--- config.mk ---
export PLATFORM = sky130hd
export DESIGN_NAME = palindrome_nb_stream
export DESIGN_NICKNAME = d
export VERILOG_FILES = /design/src/rtl/palindrome_nb_stream.sv
export SDC_FILE = /design/constraint.sdc
export NUM_CORES = 1
export LEC_CHECK = 0
export BUFFER_PORTS_ARGS = -buffer_cell sky130_fd_sc_hd__buf_2
export CAP_MARGIN = 20
export CORE_MARGIN = 4
export CORE_UTILIZATION = 38
export DETAILED_ROUTE_END_ITERATION = 8
export PLACE_DENSITY_LB_ADDON = 0.1
export SLEW_MARGIN = 20
export SYNTH_ARGS = -nofsm -noshare
export SYNTH_HDL_FRONTEND = slang
export SYNTH_SLANG_ARGS = --single-unit
--- constraint.sdc ---
create_clock -name clk -period 3 [get_ports clk]
set_input_delay 0.15 -clock clk [delete_from_list [all_inputs] [get_ports clk]]
set_output_delay 0.15 -clock clk [all_outputs]
set_load 0.02 [all_outputs]
--- src/rtl/palindrome_nb_stream.sv ---
// Purpose : serial bit-stream palindrome detector, window length chosen at runtime via len_i.
// Latency : palindrome_o pulses exactly 1 clk after the accepted bit that closes a palindrome.
// Backpr. : none; every valid_i bit is consumed, and idle cycles freeze all state.
//
// Ports:
//   clk, reset        rising-edge clock, asynchronous active-high reset
//   clear_i           synchronous restart (drops history and count; beats valid_i)
//   valid_i, x_i      qualified serial input bit
//   len_i             window length, legal 2..MAX_LEN; other values never match
//   palindrome_o      1-cycle match pulse
//   match_cnt_o       saturating count of palindrome_o pulses
module palindrome_nb_stream #(
    parameter int MAX_LEN = 8,
    parameter int CNT_W   = 16,
    parameter int LEN_W   = $clog2(MAX_LEN + 1)
) (
    input  logic             clk,
    input  logic             reset,
    input  logic             clear_i,
    input  logic             valid_i,
    input  logic             x_i,
    input  logic [LEN_W-1:0] len_i,
    output logic             palindrome_o,
    output logic [CNT_W-1:0] match_cnt_o
);

    localparam int                FILL_W   = $clog2(MAX_LEN);
    localparam int                SEL_N    = 1 << LEN_W;
    localparam logic [FILL_W-1:0] FILL_MAX = FILL_W'(MAX_LEN - 1);

    logic [MAX_LEN-2:0] hist_q;
    logic [MAX_LEN-2:0] hist_d;
    logic [FILL_W-1:0]  fill_q;
    logic               accept;
    logic [MAX_LEN-1:0] win;
    logic [SEL_N-1:0]   sym;
    logic               len_ok;
    logic               fill_ok;
    logic               hit;

    assign accept = valid_i & ~clear_i;

    // win[0] is the incoming bit, win[k] the k-th most recent accepted bit.
    assign win = {hist_q, x_i};

    always_comb begin
        hist_d    = '0;
        hist_d[0] = x_i;
        for (int i = 1; i < MAX_LEN - 1; i++) begin
            hist_d[i] = hist_q[i-1];
        end
    end

    // Symmetry is evaluated for every legal length in parallel and the
    // requested one is selected afterwards; this keeps all bit selects
    // constant. Entries for illegal lengths stay 0.
    always_comb begin
        sym = '0;
        for (int l = 2; l <= MAX_LEN; l++) begin
            sym[l] = 1'b1;
            for (int k = 0; k < l / 2; k++) begin
                if (win[k] != win[l-1-k]) begin
                    sym[l] = 1'b0;
                end
            end
        end
    end

    assign len_ok  = (len_i >= LEN_W'(2)) && (len_i <= LEN_W'(MAX_LEN));
    // A window of L bits needs L-1 bits already in history.
    assign fill_ok = (32'(fill_q) + 32'd1) >= 32'(len_i);
    assign hit     = len_ok & fill_ok & sym[len_i];

    always_ff @(posedge clk or posedge reset) begin
        if (reset) begin
            hist_q       <= '0;
            fill_q       <= '0;
            palindrome_o <= 1'b0;
            match_cnt_o  <= '0;
        end else if (clear_i) begin
            hist_q       <= '0;
            fill_q       <= '0;
            palindrome_o <= 1'b0;
            match_cnt_o  <= '0;
        end else begin
            palindrome_o <= accept & hit;
            if (accept) begin
                hist_q <= hist_d;
                if (fill_q != FILL_MAX) begin
                    fill_q <= fill_q + 1'b1;
                end
                if (hit && (match_cnt_o != {CNT_W{1'b1}})) begin
                    match_cnt_o <= match_cnt_o + 1'b1;
                end
            end
        end
    end

endmodule

==> qor.txt <==
Outcome -> finished clean
RSZ-0062 raised after global routing -> false
Yosys warns -> 0
Worst hold margin -> 0.2624 ns
Static Leak -> 0.0008757 uW
Cell area after synthesis -> 1770 um2
Setup violators final -> 0
CP Data Required Time -> 3.20 ns
Cell count of the worst reg-to-reg path -> 8
First-pass GRT wire length -> 6.900 mm
DRT Wirelength -> 3.939 mm
Mean post-synth cell area -> 9.126 um2
Die width -> 76.26 um
Dpl ws -> 0.4531 ns
Final Critical Period -> 2.560 ns
Drt via density -> 5.584
Largest net degree at the start of global routing -> 31
Post-Route Setup TNS -> 0 ns
WHS Path Cells -> 3
Worst Hold Class -> in -> reg
GRT Util Overall -> 14.13%
CTS tree -> yes
TritonRoute pass-1 iters -> 4
Period utilization -> 85.35%
GR peak layer -> met1
Number of synthesized register bits -> 27
Fmax -> 390.6 MHz
P&R area growth vs syn -> 10.32%
Die area -> 5815 um2
Sequential fraction of the synthesis area -> 38.16%
Gate Count Post-Synth -> 194
PwrDens -> 345.9 nW/um2
Die Y -> 76.26 um
Fraction of layout cells with a size suffix above 1 -> 15.71%
HPWL after detailed placement -> 2.771 mm
Core area -> 4444 um2
GRT met2 Usage -> 20.65%
Worst skew pair latency -> 0.27 ns
Yosys cell types -> 38
HP Start -> x_i
Worst vdd ir -> 0.1438 mV
Critical path peak fanout -> 13
Vias in the first global route -> 1,479
Startpoint Class -> register
Final ANT Viol Nets -> 0
Placer Congestion -> 0.7635
Clock sink total -> 27
Routed WL per cell -> 15.03 um
Worst slew pin tran -> 0.6419 ns
Initial antenna violation count -> 0
GRT overflow -> 0
Fin Clk Skew -> 0.01211 ns
Worst R2R Start -> fill_q[0]$_DFFE_PP0P_
Number of fill cells -> 443
Mapped Nets -> 210
Nets -> 227
Clk buf depth -> 2
Utilization after layout -> 43.95%
Critical Path End Type -> register
Setup Buffers After CTS -> 0
Setup CP Type -> reg -> reg
Slew Limit Fails -> 0
Relative slew slack -> 56.81%
Port Buffers -> 25
Ant. Diodes -> 0
Met3 Track Usage GR -> 1.891%
Placed cell areas -> 1898 um2
Via count -> 1,463
# rows -> 24
FF-to-FF End -> match_cnt_o[3]$_DFFE_PP0P_
Design Area, Final -> 1953 um2
Clk root buf -> clkbuf_8
Max-cap violations -> 0
Initial core utilization -> 39.84%
Commonest cells after routing, fill and taps aside -> dfrtp_1, buf_2, nor2_1
DRT iter0 DRCs -> 114
Final hold violation count -> 0
CP arrival -> 2.76 ns
TritonCTS Buffers -> 3
Commonest non-fill, non-tap cell in the layout -> dfrtp_1
Worst Hold End -> hist_q[0]$_DFFE_PP0P_
Met1 Track Usage GR -> 21.29%
# IOs -> 26
Drc violations -> 0
Post-layout worst setup margin -> 0.4396 ns
Reg2reg setup slack -> 0.44 ns
Htree depth -> 1
Reg clk slew, reported paths -> 0.10 ns
[stage by stage]
step / total power [uW] / instances
global placement: 469.3 / 257
detailed placement: 473.2 / 257
finish: 675.6 / 262
CTS: 683.3 / 261
floorplan: 452.1 / 194
global route: 711.9 / 262
[how the worst max path moves through the flow]
stage	from	endpoint	slack, ns	cells past startpoint
final	fill_q[0]$_DFFE_PP0P_	match_cnt_o[3]$_DFFE_PP0P_	0.44	8
after global routing	fill_q[0]$_DFFE_PP0P_	match_cnt_o[13]$_DFFE_PP0P_	0.20	8
after CTS	fill_q[0]$_DFFE_PP0P_	match_cnt_o[11]$_DFFE_PP0P_	0.46	8
after detailed placement	fill_q[0]$_DFFE_PP0P_	match_cnt_o[3]$_DFFE_PP0P_	0.45	8
after global placement	fill_q[0]$_DFFE_PP0P_	match_cnt_o[3]$_DFFE_PP0P_	0.56	8
after floorplan	fill_q[0]$_DFFE_PP0P_	match_cnt_o[4]$_DFFE_PP0P_	0.64	9
[kinds of logic after synthesis]
group                    share of synthesized area, %
AO/OA/AOI/OAI                                   11.87
XOR/XNOR                                        6.926
adder cells (fa/ha/maj)                         4.947
buffers and inverters                           5.866
flip-flops                                      38.16
multiplexers                                    8.693
AND/OR/NAND/NOR                                 23.53
[state kept, by name (all words and copies together), names as in the netlist]
| name | flops |
|---|---|
| fill_q | 3 |
| match_cnt_o | 16 |
| palindrome_o | 1 |
| hist_q | 7 |
[synthesized netlist by cell type, drive strengths merged]
cell	n	area, um2
nand2	6	22.52
nand3b	2	15.01
nor2b	4	25.02
or4b	2	20.02
nor3	5	25.02
o221ai	1	8.760
mux2	3	33.78
or2	1	6.260
mux2i	12	120.1
o32ai	1	8.760
o41ai	2	17.52
nor4	1	6.260
nand2b	2	12.51
or4	9	67.56
buf	9	51.30
inv	7	26.28
dfrtp	27	675.7
ha	7	87.58
a21oi	13	65.06
o211ai	1	7.510
clkbuf	7	26.28
o21ai	4	20.01
nand4b	1	8.760
nor2	19	71.32
or3	3	18.77
xnor2	13	113.9
and3	4	25.02
or3b	1	8.760
a2111oi	1	8.760
xor2	1	8.760
nand4	5	31.28
o22ai	1	6.260
o31ai	9	67.56
nor3b	1	7.510
nand3	9	45.04
[report_power, final]
part / switching [uW] / leakage [uW] / total (uW) / internal (uW)
registers: 7.19 / 0.000375 / 376 / 368
logic: 56.7 / 0.000478 / 90.3 / 33.7
clock network: 114 / 0.0000228 / 210 / 95.1
total: 178 / 0.000876 / 676 / 497
[layer usage]
metal  vias to the layer above  share of wire (%)
li1                        735                  -
met1                       699                 51
met2                        27                 44
met3                         2                3.7
met4                         0               0.38
met5                         -                  0
[layout make-up]
class | count | area, um2 | share of cell area, %
sequential | 27 | 675.6 | 34.59
tap | 52 | 65.06 | 3.331
inverter | 7 | 26.28 | 1.345
timing repair buffer | 28 | 150.1 | 7.687
multi-input combinational | 144 | 991.0 | 50.74
clock buffer | 4 | 45.04 | 2.306
[critical path, stage by stage, from the launching register on]
cell and delay, ns:
dfrtp_1 0.43, ha_1 0.22, ha_1 0.29, ha_1 0.28, nor3_1 0.04, nor3_1 0.22
nand2_1 0.30, or4_1 0.55, a21oi_1 0.16
[what timing repair did]
item | 4_1_cts | 5_1_grt
endpoints found under the setup margin | 0 | 0
resized for setup | 0 | 0
hold buffers | 0 | 1
endpoints found under the hold margin | 0 | 19
(Power assumes the default switching activity.)
